[src/rtl/store_monitor_if.sv]
// store_monitor_if: data-memory write port plus verdict/status signals of store_monitor.
// Log FIFO signals exist only when STORE_LOG_EN is defined.
interface store_monitor_if #(parameter int CNT_W = 16);
  logic MemWrite;
  logic [31:0] DataAdr;
  logic [31:0] WriteData;
  logic done;
  logic pass;
  logic fail;
  logic timeout;
  logic [CNT_W-1:0] store_count;
  logic [31:0] last_adr;
  logic [31:0] last_data;
`ifdef STORE_LOG_EN
  logic log_rd;
  logic log_valid;
  logic [31:0] log_adr;
  logic [31:0] log_data;
  logic log_ovf;
  modport master(output MemWrite, DataAdr, WriteData, log_rd,
                 input done, pass, fail, timeout, store_count, last_adr, last_data,
                 log_valid, log_adr, log_data, log_ovf);
  modport slave(input MemWrite, DataAdr, WriteData, log_rd,
                output done, pass, fail, timeout, store_count, last_adr, last_data,
                log_valid, log_adr, log_data, log_ovf);
`else
  modport master(output MemWrite, DataAdr, WriteData,
                 input done, pass, fail, timeout, store_count, last_adr, last_data);
  modport slave(input MemWrite, DataAdr, WriteData,
                output done, pass, fail, timeout, store_count, last_adr, last_data);
`endif
endinterface

[src/rtl/store_monitor.sv]
// store_monitor: judges a program's stores as pass/fail/timeout with sticky registered flags.
// Define STORE_LOG_EN to add an 8-entry FIFO logging every accepted store.
module store_monitor #(
  parameter logic [31:0] PASS_ADR = 32'd100,
  parameter logic [31:0] PASS_DATA = 32'd7,
  parameter logic [31:0] ALLOWED_ADR = 32'd96,
  parameter int TIMEOUT_CYCLES = 1000,
  parameter int CNT_W = 16
) (
  input logic clk,
  input logic reset,
  store_monitor_if.slave bus
);
  typedef enum logic [1:0] {RUN, PASS, FAIL, TIMEOUT} state_t;
  localparam logic [CNT_W-1:0] TIMEOUT_LAST = CNT_W'(TIMEOUT_CYCLES - 1);
  state_t state;
  logic [CNT_W-1:0] cycleCnt;
  logic isRun, isPass, isFail, isAccept, isTimeout;
  assign isRun = state == RUN;
  assign isPass = isRun && bus.MemWrite && bus.DataAdr == PASS_ADR && bus.WriteData == PASS_DATA;
  assign isFail = isRun && bus.MemWrite && !isPass && bus.DataAdr != ALLOWED_ADR;
  assign isAccept = isRun && bus.MemWrite && !isPass && bus.DataAdr == ALLOWED_ADR;
  // >= rather than == so a store on the last cycle defers the timeout by one edge
  assign isTimeout = isRun && !bus.MemWrite && cycleCnt >= TIMEOUT_LAST;
  always_ff @(posedge clk) begin
    if (reset) begin
      state <= RUN;
      cycleCnt <= '0;
      bus.pass <= 1'b0;
      bus.fail <= 1'b0;
      bus.timeout <= 1'b0;
      bus.done <= 1'b0;
      bus.store_count <= '0;
      bus.last_adr <= '0;
      bus.last_data <= '0;
    end else begin
      if (isRun && cycleCnt != '1) cycleCnt <= cycleCnt + 1'b1;
      if (isAccept && bus.store_count != '1) bus.store_count <= bus.store_count + 1'b1;
      if (isPass || isFail) begin
        bus.last_adr <= bus.DataAdr;
        bus.last_data <= bus.WriteData;
      end
      if (isPass || isFail || isTimeout) begin
        state <= isPass ? PASS : isFail ? FAIL : TIMEOUT;
        bus.done <= 1'b1;
      end
      if (isPass) bus.pass <= 1'b1;
      if (isFail) bus.fail <= 1'b1;
      if (isTimeout) bus.timeout <= 1'b1;
    end
  end
`ifdef STORE_LOG_EN
  logic [31:0] logAdrMem [8];
  logic [31:0] logDataMem [8];
  logic [2:0] wrPtr, rdPtr;
  logic [3:0] logCnt;
  logic logPop, logFull, logPush;
  assign logPop = bus.log_rd && logCnt != 4'd0;
  assign logFull = logCnt == 4'd8;
  assign logPush = isAccept && (!logFull || logPop);
  assign bus.log_valid = logCnt != 4'd0;
  assign bus.log_adr = logAdrMem[rdPtr];
  assign bus.log_data = logDataMem[rdPtr];
  always_ff @(posedge clk) begin
    if (logPush) begin
      logAdrMem[wrPtr] <= bus.DataAdr;
      logDataMem[wrPtr] <= bus.WriteData;
    end
  end
  always_ff @(posedge clk) begin
    if (reset) begin
      wrPtr <= '0;
      rdPtr <= '0;
      logCnt <= '0;
      bus.log_ovf <= 1'b0;
    end else begin
      if (logPush) wrPtr <= wrPtr + 1'b1;
      if (logPop) rdPtr <= rdPtr + 1'b1;
      logCnt <= logCnt + 4'(logPush) - 4'(logPop);
      if (isAccept && !logPush) bus.log_ovf <= 1'b1;
    end
  end
`endif
endmodule

[src/flat_wrapper.sv]
// flat-port wrapper written by rule: the top's interface ports become plain ports
module store_monitor_flat 
#(
  parameter logic [31:0] PASS_ADR = 32'd100,
  parameter logic [31:0] PASS_DATA = 32'd7,
  parameter logic [31:0] ALLOWED_ADR = 32'd96,
  parameter int TIMEOUT_CYCLES = 1000,
  parameter int CNT_W = 16
)
  (clk, reset, bus_MemWrite, bus_DataAdr, bus_WriteData, bus_done, bus_pass, bus_fail, bus_timeout, bus_store_count, bus_last_adr, bus_last_data);
  store_monitor_if #(.CNT_W(CNT_W)) bus_i ();
  input logic clk;
  input logic reset;
  input wire logic [$bits(bus_i.MemWrite)-1:0] bus_MemWrite;
  input wire logic [$bits(bus_i.DataAdr)-1:0] bus_DataAdr;
  input wire logic [$bits(bus_i.WriteData)-1:0] bus_WriteData;
  output wire logic [$bits(bus_i.done)-1:0] bus_done;
  output wire logic [$bits(bus_i.pass)-1:0] bus_pass;
  output wire logic [$bits(bus_i.fail)-1:0] bus_fail;
  output wire logic [$bits(bus_i.timeout)-1:0] bus_timeout;
  output wire logic [$bits(bus_i.store_count)-1:0] bus_store_count;
  output wire logic [$bits(bus_i.last_adr)-1:0] bus_last_adr;
  output wire logic [$bits(bus_i.last_data)-1:0] bus_last_data;
  assign bus_i.MemWrite = bus_MemWrite;
  assign bus_i.DataAdr = bus_DataAdr;
  assign bus_i.WriteData = bus_WriteData;
  assign bus_done = bus_i.done;
  assign bus_pass = bus_i.pass;
  assign bus_fail = bus_i.fail;
  assign bus_timeout = bus_i.timeout;
  assign bus_store_count = bus_i.store_count;
  assign bus_last_adr = bus_i.last_adr;
  assign bus_last_data = bus_i.last_data;
  store_monitor #(.PASS_ADR(PASS_ADR), .PASS_DATA(PASS_DATA), .ALLOWED_ADR(ALLOWED_ADR), .TIMEOUT_CYCLES(TIMEOUT_CYCLES), .CNT_W(CNT_W)) u_core (.clk(clk), .reset(reset), .bus(bus_i));
endmodule
[config.mk]
export PLATFORM = sky130hd
export DESIGN_NAME = store_monitor_flat
export DESIGN_NICKNAME = d
export VERILOG_FILES = /design/src/rtl/store_monitor_if.sv /design/src/rtl/store_monitor.sv /design/src/flat_wrapper.sv
export SDC_FILE = /design/constraint.sdc
export NUM_CORES = 1
export LEC_CHECK = 0
export ABC_CLOCK_PERIOD_IN_PS = 2100
export BUFFER_PORTS_ARGS = -buffer_cell sky130_fd_sc_hd__buf_4
export CAP_MARGIN = 20
export CORE_AREA = 2 2 102 104
export CTS_CLUSTER_DIAMETER = 120
export DETAILED_ROUTE_END_ITERATION = 6
export DIE_AREA = 0 0 104 106
export PLACE_DENSITY = 0.74
export SYNTH_ARGS = -nofsm -noshare
export SYNTH_HDL_FRONTEND = slang
export SYNTH_SLANG_ARGS = --single-unit
export TNS_END_PERCENT = 50
[constraint.sdc]
create_clock -name clk -period 2.1 [get_ports clk]
set_input_delay 0.63 -clock clk [delete_from_list [all_inputs] [get_ports clk]]
set_output_delay 0.63 -clock clk [all_outputs]
set_load 0.005 [all_outputs]
Word level (Yosys, flattened, before mapping)
Index checks and enable logic that the tools add are counted.
Word-level totals
  bits in registers: 102
  output and inout bits: 84
  word-level logic and storage cells: 35
Operators by class
  $add $sub $neg: 2
  order comparisons: 1
  equal/unequal tests: 6
  muxes and demuxes: 2
  reductions and logical operators: 15
Operators by type and width (number)
  equality test 32 x 7 -> 1 bit (second input constant): 2
  adder 16 x 1 -> 16 bit (second input constant): 2
  equality test 32 x 3 -> 1 bit (second input constant): 1
  != test 16 bit (second input constant): 2
  != test 32 x 7 -> 1 bit (second input constant): 1
  greater-or-equal comparator 16 x 10 -> 1 bit (second input constant): 1
  logical AND 1 bit: 10
  logical NOT 1 bit: 2
  logical NOT 2 bit: 1
  logical OR 1 bit: 2
  two-way mux 2 bit: 1
  two-way mux 1 bit: 1

Longest topological paths before layout
Gate-level depths: netlist of the first run.
  depth in word-level cells: 9
  mapped depth: 8
  gate-level depth less buffers: 6

Least setup slack after synthesis of the first run
No wires, ideal clock.
  kind: input-to-reg
  start point: input bus_DataAdr[26]
  end point: register u_core.bus.store_count[13]
  library setup time: 132 ps
  data arrival time: 1936 ps
  setup slack: 31 ps
  stages: 7
  path through: nor4_2 and4_4 nand4_4 buf_6 buf_2 o31ai_1 a21oi_1
Between the ends
  cells in the longest elaborated chain, start to end: 7
RTL lines
  from (decl): line flat_wrapper.sv:15  | input wire logic [$bits(bus_i.DataAdr)-1:0] bus_DataAdr;
  equality test 32 x 7 -> 1 bit: line store_monitor.sv:20  | assign isPass = isRun && bus.MemWrite && bus.DataAdr == PASS_ADR && bus.WriteData == PASS_DATA;
  logical AND 1 bit (2 in a row): line store_monitor.sv:20
  logical NOT 1 bit: line store_monitor.sv:22  | assign isAccept = isRun && bus.MemWrite && !isPass && bus.DataAdr == ALLOWED_ADR;
  logical AND 1 bit: line store_monitor.sv:22
  logical AND 1 bit (*): line store_monitor.sv:22
  logical AND 1 bit (*): line store_monitor.sv:38  | if (isAccept && bus.store_count != '1) bus.store_count <= bus.store_count + 1'b1;
  to (signal assigned): line store_monitor.sv:38
  to (decl): line store_monitor_if.sv:30  | output done, pass, fail, timeout, store_count, last_adr, last_data);
Mark *: on every way between the ends. The rest lies on a longest branch, timed or not.
A chain may end at the register's enable or synchronous reset.

Worst setup path after layout of the first run
  start point: input bus_DataAdr[0]
  end point: register u_core.bus.store_count[6]
The elaborated chain is that of the path after synthesis.

==> impl_metrics.py, run 1 <==
metrics = {
    "synthesis": {
        "synth_most_common_cell": "nand2_1",
        "synth-edff-count": 0,
        "synth_cells": 528,
        "synth.net_count": 597,
        "avgSynthCellArea_um2": 8.244,
        "ys_seq_area_share_pct": 46.91,
        "synth.top_cells.by_count": "nand2_1, dfxtp_1, a21oi_1",
        "netlist_area_mm2": 0.004353,
        "synth_top_cell_area_share_pct": 46.91,
        "yosys.area.top_type": "dfxtp_1",
        "ys_seq_elements": 102,
        "synth_area_leaders": "dfxtp_1, nand2_1, a21oi_1, o31ai_1, or4_1",
        "yosysWarnings": 0,
        "async_flop_share_pct": 0,
        "synthFlopType": "dfxtp_1",
        "ys_types": 44,
    },
    "floorplanning": {
        "rows": 37,
        "die_height_um": 106,
        "die_w_um": 104,
        "core-area_mm2": 0.01000,
        "start_util_pct": 43.53,
        "dieArea_mm2": 0.01102,
        "pin_count": 151,
    },
    "route": {
        "via_count": 4420,
        "drc_errors": 0,
        "wl_per_cell_um": 14.51,
        "firstDrtPassIters": 5,
        "viasPerCell": 5.268,
        "antenna_left": 0,
        "drt_iter0_drc": 198,
        "wirelength_um": 12170,
    },
    "cells_and_area": {
        "fin_area_mm2": 0.006107,
        "antenna_cells": 0,
        "syn_to_final_growth_pct": 40.30,
        "layout.nets": 767,
        "stdcell_count": 839,
        "final_layout_size_suffix_gt1_share_pct": 32.57,
    },
    "placement": {
        "hpwl_um": 8874,
        "port_buffers": 150,
        "placed_cells": 820,
        "place.gp.congestion": 0.8687,
        "placed_cell_area_mm2": 0.005778,
    },
    "sta": {
        "skew_ns": 0.01330,
        "drv_slew": 0,
        "worst_pin_slew_ns": 0.6019,
        "fin_hold_ws_ns": 0.4600,
        "finalHoldViolations": 0,
        "fin_tns_setup_ns": 0,
        "period_minus_slack_ns": 2.052,
        "setup_viol": 0,
        "fmax_mhz": 487.3,
        "finalCritPeriodShare_pct": 97.71,
        "grt_setup_unrepaired": "false",
        "slew_headroom_pct": 59.87,
    },
    "global_route": {
        "grt_pass1_vias": 4088,
        "grt_use_total_pct": 21.37,
        "grt_first_pass_wirelength_um": 19420,
        "grt_max_degree": 40,
        "antenna_found_initial": 0,
        "overflow": 0,
    },
    "clock_network": {
        "path_clk_slew_ns": 0.10,
        "cts_num_sinks": 102,
        "cts_buffer_depth": 2,
        "h-tree-depth": 3,
        "cts_tree": "done",
        "holdBufCountCts": 0,
        "cts_buffers": 9,
        "clockRootBuffer": "clkbuf_8",
        "clk_latency_ns": 0.37,
    },
    "critical_path": {
        "crit_slowest_cell": "or4_4",
        "cp_max_fo": 4,
        "endpoint_kind": "flop",
        "cp.arrival_ns": 2.35,
        "worstSetupPathType": "in2reg",
        "crit_chain": "buf_4, nor4b_4, and4_4, buf_4, nand3_2, or4_4, a21oi_1",
        "worst_ep_required_time_ns": 2.40,
        "cp_top_family": "simple AND/OR/NAND/NOR gates",
        "slowest_delay_ns": 0.52,
        "path_buf_inv": 2,
        "crit_top_cell": "buf_4",
        "cp-start-kind": "input port",
    },
    "pwr": {
        "p_sw_mw": 1.057,
        "p_comb_share_pct": 14.5,
        "pwr-share-clk_pct": 33.0,
        "p_int_mw": 2.898,
        "power.total_mw": 3.955,
        "leakage_nw": 2.450,
        "power.density_mw_per_mm2": 647.6,
        "pwr-share-seq_pct": 52.5,
        "ir_drop_uv": 416.1,
        "switching_share_pct": 26.73,
    },
    "run": {
        "maxCapViolCount": 0,
    },
    "hold_path": {
        "hold_path_class": "reg2reg",
    },
    "run_status": {
        "status": "complete, no violations",
    },
}
[power groups by stage]
stage	Clock [mW]	Sequential [mW]	Combinational, mW
3_3_place_gp	0	2.12	0.550
5_1_grt	1.42	2.09	0.627
4_1_cts	1.34	2.08	0.567
3_5_place_dp	0	2.12	0.562
2_1_floorplan	0	2.12	0.231
6_report	1.31	2.08	0.572
[sequential cells by signal, summed over array words and instances, names as in the netlist]
name and count:
u_core.bus.pass 1, u_core.bus.fail 1, u_core.cycleCnt 16, u_core.bus.last_adr 32, u_core.state 2, u_core.bus.last_data 32
u_core.bus.store_count 16, u_core.bus.done 1, u_core.bus.timeout 1
[cells by family (layout without fill, tap and decap cells)]
kind of cell,after synthesis,count (layout),share of synthesized area (%)
AO/OA/AOI/OAI,120,120,16.15
XOR/XNOR,11,11,2.213
flip-flops,102,102,46.91
multiplexers,2,2,0.4599
buffers and inverters,41,214,4.886
AND/OR/NAND/NOR,250,252,28.80
adder cells (fa/ha/maj),2,2,0.5748
[stage by stage]
step | utilization (%) | worst slack [ns]
floorplan | - | 0.03147
global placement | 57.78 | -0.3863
detailed placement | 57.78 | -0.4908
CTS | 60.11 | 0.06505
global route | 61.07 | 0.01683
finish | 61.07 | 0.04800
[routing by layer]
| layer | part of all wire, % | vias up | routed length (um) | track usage (%) |
|---|---|---|---|---|
| met5 | 0 | - | 0 | 0 |
| met4 | 1.8 | 0 | 218 | 7.625 |
| met3 | 6.2 | 19 | 750 | 5.273 |
| met2 | 51 | 149 | 6243 | 38.35 |
| met1 | 41 | 2045 | 4961 | 24.79 |
| li1 | - | 2207 | - | - |
[worst reg2reg max path, cell delays in order (launching register included)]
cell and delay [ns]:
dfxtp_1 0.41, and4_1 0.29, and3_1 0.30, nand3_1 0.17, or4_1 0.53, a21oi_1 0.17
[repair_timing]
| action | in CTS | in global routing |
|---|---|---|
| pin swaps | 1 | 5 |
| resized for setup | 1 | 10 |
| setup buffers | 0 | 1 |
| setup endpoints to repair | 12 | 8 |
| cloned | 1 | 1 |
[placed cells by master (no fill, tap or decap), types with 4 or more instances in the layout]
master,instances
nor3_1,6
nor4_1,11
or4_1,12
dfxtp_1,101
or3_1,4
nor4_4,4
nor2_1,25
a21oi_1,86
nand2_1,137
o31ai_1,12
xnor2_1,11
nand3_1,17
buf_4,185
a211oi_1,4
o21ai_0,4
inv_1,10
clkbuf_8,9
nand4_1,12
[worst paths after layout]
path	from	end	slack, ns	depth (start not counted)
worst min-delay path	u_core.bus.fail	u_core.bus.fail	0.46	2
worst max register to register	u_core.bus.store_count[4]	u_core.bus.store_count[12]	0.14	5
worst min register to register	u_core.bus.fail	u_core.bus.fail	0.46	2
worst max-delay path	bus_DataAdr[0]	u_core.bus.store_count[6]	0.05	7
[final cells by class]
type	count	area (um2)
tap	136	170.2
inverter	10	37.54
multi-input combinational	387	2196
sequential	102	2043
clock buffer	9	123.9
fill	901	3892
timing repair buffer	188	1449
clock inverter	7	87.58
No activity file was read; power rests on OpenSTA's default activity.
==> run 2, diff against run 1 <==
--- a/config.mk
+++ b/config.mk
@@ -8,10 +8,10 @@
 export ABC_CLOCK_PERIOD_IN_PS = 2100
 export BUFFER_PORTS_ARGS = -buffer_cell sky130_fd_sc_hd__buf_4
 export CAP_MARGIN = 20
-export CORE_AREA = 2 2 102 104
+export CORE_AREA = 2 2 78 136
 export CTS_CLUSTER_DIAMETER = 120
 export DETAILED_ROUTE_END_ITERATION = 6
-export DIE_AREA = 0 0 104 106
+export DIE_AREA = 0 0 80 138
 export PLACE_DENSITY = 0.74
 export SYNTH_ARGS = -nofsm -noshare
 export SYNTH_HDL_FRONTEND = slang
==> impl_metrics.py, run 2 (synthesis results as in run 1) <==
metrics = {
    "placement": {
        "place_ws_ns": -0.5734,
        "place.gp.congestion": 0.8187,
        "hpwl_um": 9409,
        "placed_cell_area_mm2": 0.005784,
        "port_buffers": 150,
        "placed_cells": 810,
    },
    "sta": {
        "period_minus_slack_ns": 2.124,
        "worst_pin_slew_ns": 0.5249,
        "drv_slew": 0,
        "fmax_mhz": 470.9,
        "skew_ns": 0.006930,
        "finalCritPeriodShare_pct": 101.1,
        "grt_setup_unrepaired": "true",
        "finalHoldViolations": 0,
        "slew_headroom_pct": 64.10,
        "setup_ws_ns": -0.02378,
        "setup_viol": 6,
    },
    "route": {
        "wl_per_cell_um": 16.07,
        "viasPerCell": 5.463,
        "firstDrtPassIters": 4,
        "via_count": 4551,
        "antenna_left": 0,
        "wirelength_um": 13390,
        "drc_errors": 0,
        "drt_iter0_drc": 204,
    },
    "critical_path": {
        "cp_max_fo": 6,
        "path_buf_inv": 4,
        "cp_top_family": "simple AND/OR/NAND/NOR gates",
        "reg2reg_depth": 5,
        "cp_num_cells": 9,
        "r2r_slack_ns": 0.12,
        "cp-start-kind": "input port",
        "r2r_end": "u_core.bus.store_count[12]",
        "worst_ep_required_time_ns": 2.37,
        "endpoint_kind": "flop",
        "cp.arrival_ns": 2.39,
        "crit_chain": "buf_4, nor4b_4, nand4_1, buf_4, o31ai_4, buf_6, buf_6, nand2_1, a21oi_2",
        "slowest_delay_ns": 0.35,
        "worstSetupPathType": "in2reg",
        "r2r_start": "u_core.bus.store_count[3]",
        "crit_slowest_cell": "nor4b_4",
    },
    "clock_network": {
        "cts_buffer_depth": 2,
        "clk_latency_ns": 0.33,
        "cts_num_sinks": 102,
        "clockRootBuffer": "clkbuf_16",
        "path_clk_slew_ns": 0.07,
        "h-tree-depth": 3,
        "cts_tree": "done",
        "cts_buffers": 9,
        "holdBufCountCts": 0,
    },
    "cells_and_area": {
        "final_layout_size_suffix_gt1_share_pct": 34.84,
        "stdcell_count": 833,
        "fin_area_mm2": 0.006292,
        "top_regs": "u_core.bus.last_adr (32), u_core.bus.last_data (32)",
        "seqCellArea_mm2": 0.002042,
        "layout_commonest_cell": "buf_4",
        "fillers": 861,
        "layout.nets": 770,
        "antenna_cells": 0,
        "syn_to_final_growth_pct": 44.55,
        "fin_util_pct": 62.58,
        "multi_input_area_mm2": 0.002253,
        "layout_common_cells": "buf_4, nand2_1, dfxtp_1, a21oi_1, nor2_1",
    },
    "floorplanning": {
        "dieArea_mm2": 0.01104,
        "pin_count": 151,
        "die_height_um": 138,
        "rows": 49,
        "core-area_mm2": 0.01005,
        "start_util_pct": 43.29,
        "die_w_um": 80,
    },
    "pwr": {
        "pwr-share-clk_pct": 38.8,
        "p_int_mw": 3.298,
        "power.density_mw_per_mm2": 698.8,
        "p_comb_share_pct": 14.0,
        "leakage_nw": 2.509,
        "power.total_mw": 4.397,
        "pwr-share-seq_pct": 47.3,
        "ir_drop_uv": 658.0,
        "switching_share_pct": 25.01,
        "p_sw_mw": 1.100,
    },
    "run_status": {
        "violations": "setup timing",
        "status": "complete, but fails checks",
    },
    "global_route": {
        "grt_first_pass_wirelength_um": 20560,
        "overflow": 0,
        "grt_max_degree": 46,
        "grt_use_total_pct": 23.32,
        "antenna_found_initial": 0,
        "grt_pass1_vias": 4280,
    },
    "run": {
        "maxCapViolCount": 0,
    },
    "hold_path": {
        "whs_path_depth": 2,
        "min_to": "u_core.bus.pass",
        "hold_start": "u_core.bus.pass",
        "hold_path_class": "reg2reg",
    },
}
[run 2: cell types whose count changed in the layout (fill, tap and decap cells not counted), moves of 2 or more]
cell	before	now
a21oi_1	86	71
clkinvlp_4	0	2
clkbuf_8	9	1
clkbuf_16	0	9
buf_4	185	182
buf_6	0	4
nand4_2	1	3
inv_6	3	0
a21oi_2	0	15
[run 2: power by group through the flow]
stage	combinational [mW]	clock (mW)	sequential, mW
4_1_cts	0.583	1.74	2.08
3_5_place_dp	0.574	0	2.12
2_1_floorplan	0.231	0	2.12
5_1_grt	0.663	1.83	2.09
6_report	0.614	1.71	2.08
3_3_place_gp	0.560	0	2.12
[run 2: worst reg2reg max path, stage by stage (launching register included)]
cell,delay (ns)
dfxtp_1,0.42
and4_1,0.31
and3_1,0.27
nand3_1,0.19
or4_1,0.58
a21oi_1,0.15
[run 2: what timing repair did]
item / in CTS / in global routing
gates resized for setup: 4 / 25
endpoints found under the setup margin: 83 / 77
pin swaps: 8 / 25
buffers inserted: 0 / 3
cloned: 1 / 3
[run 2: worst max-delay path by stage]
stage	from	endpoint	slack, ns
after floorplan	bus_DataAdr[26]	u_core.bus.store_count[13]	0.03
after global placement	bus_DataAdr[30]	u_core.bus.store_count[15]	-0.53
after detailed placement	bus_DataAdr[30]	u_core.bus.store_count[5]	-0.57
after CTS	bus_DataAdr[0]	u_core.bus.last_adr[3]	-0.03
after global routing	bus_DataAdr[31]	u_core.bus.last_data[12]	-0.07
final	bus_DataAdr[31]	u_core.bus.last_adr[3]	-0.02
[run 2: through the flow]
stage | hold slack [ns] | setup TNS (ns)
2_1_floorplan | 0.4421 | 0
3_3_place_gp | 0.4363 | -38.07
3_5_place_dp | 0.4387 | -40.80
4_1_cts | 0.4545 | -0.04594
5_1_grt | 0.4662 | -2.179
6_report | 0.4564 | -0.05839
[run 2: routing by layer]
metal | vias to the layer above | share of wire, % | track usage [%]
li1 | 2207 | - | -
met5 | - | 0 | 0
met1 | 2148 | 37 | 25.01
met3 | 37 | 4.8 | 3.721
met4 | 0 | 4.0 | 10.17
met2 | 159 | 54 | 43.33
[run 2: area by class of cell]
class | count | area share (%)
sequential | 102 | 32.45
clock buffer | 10 | 3.798
inverter | 10 | 0.5965
tap | 127 | 2.525
clock inverter | 6 | 1.114
timing repair buffer | 190 | 23.70
multi-input combinational | 388 | 35.81
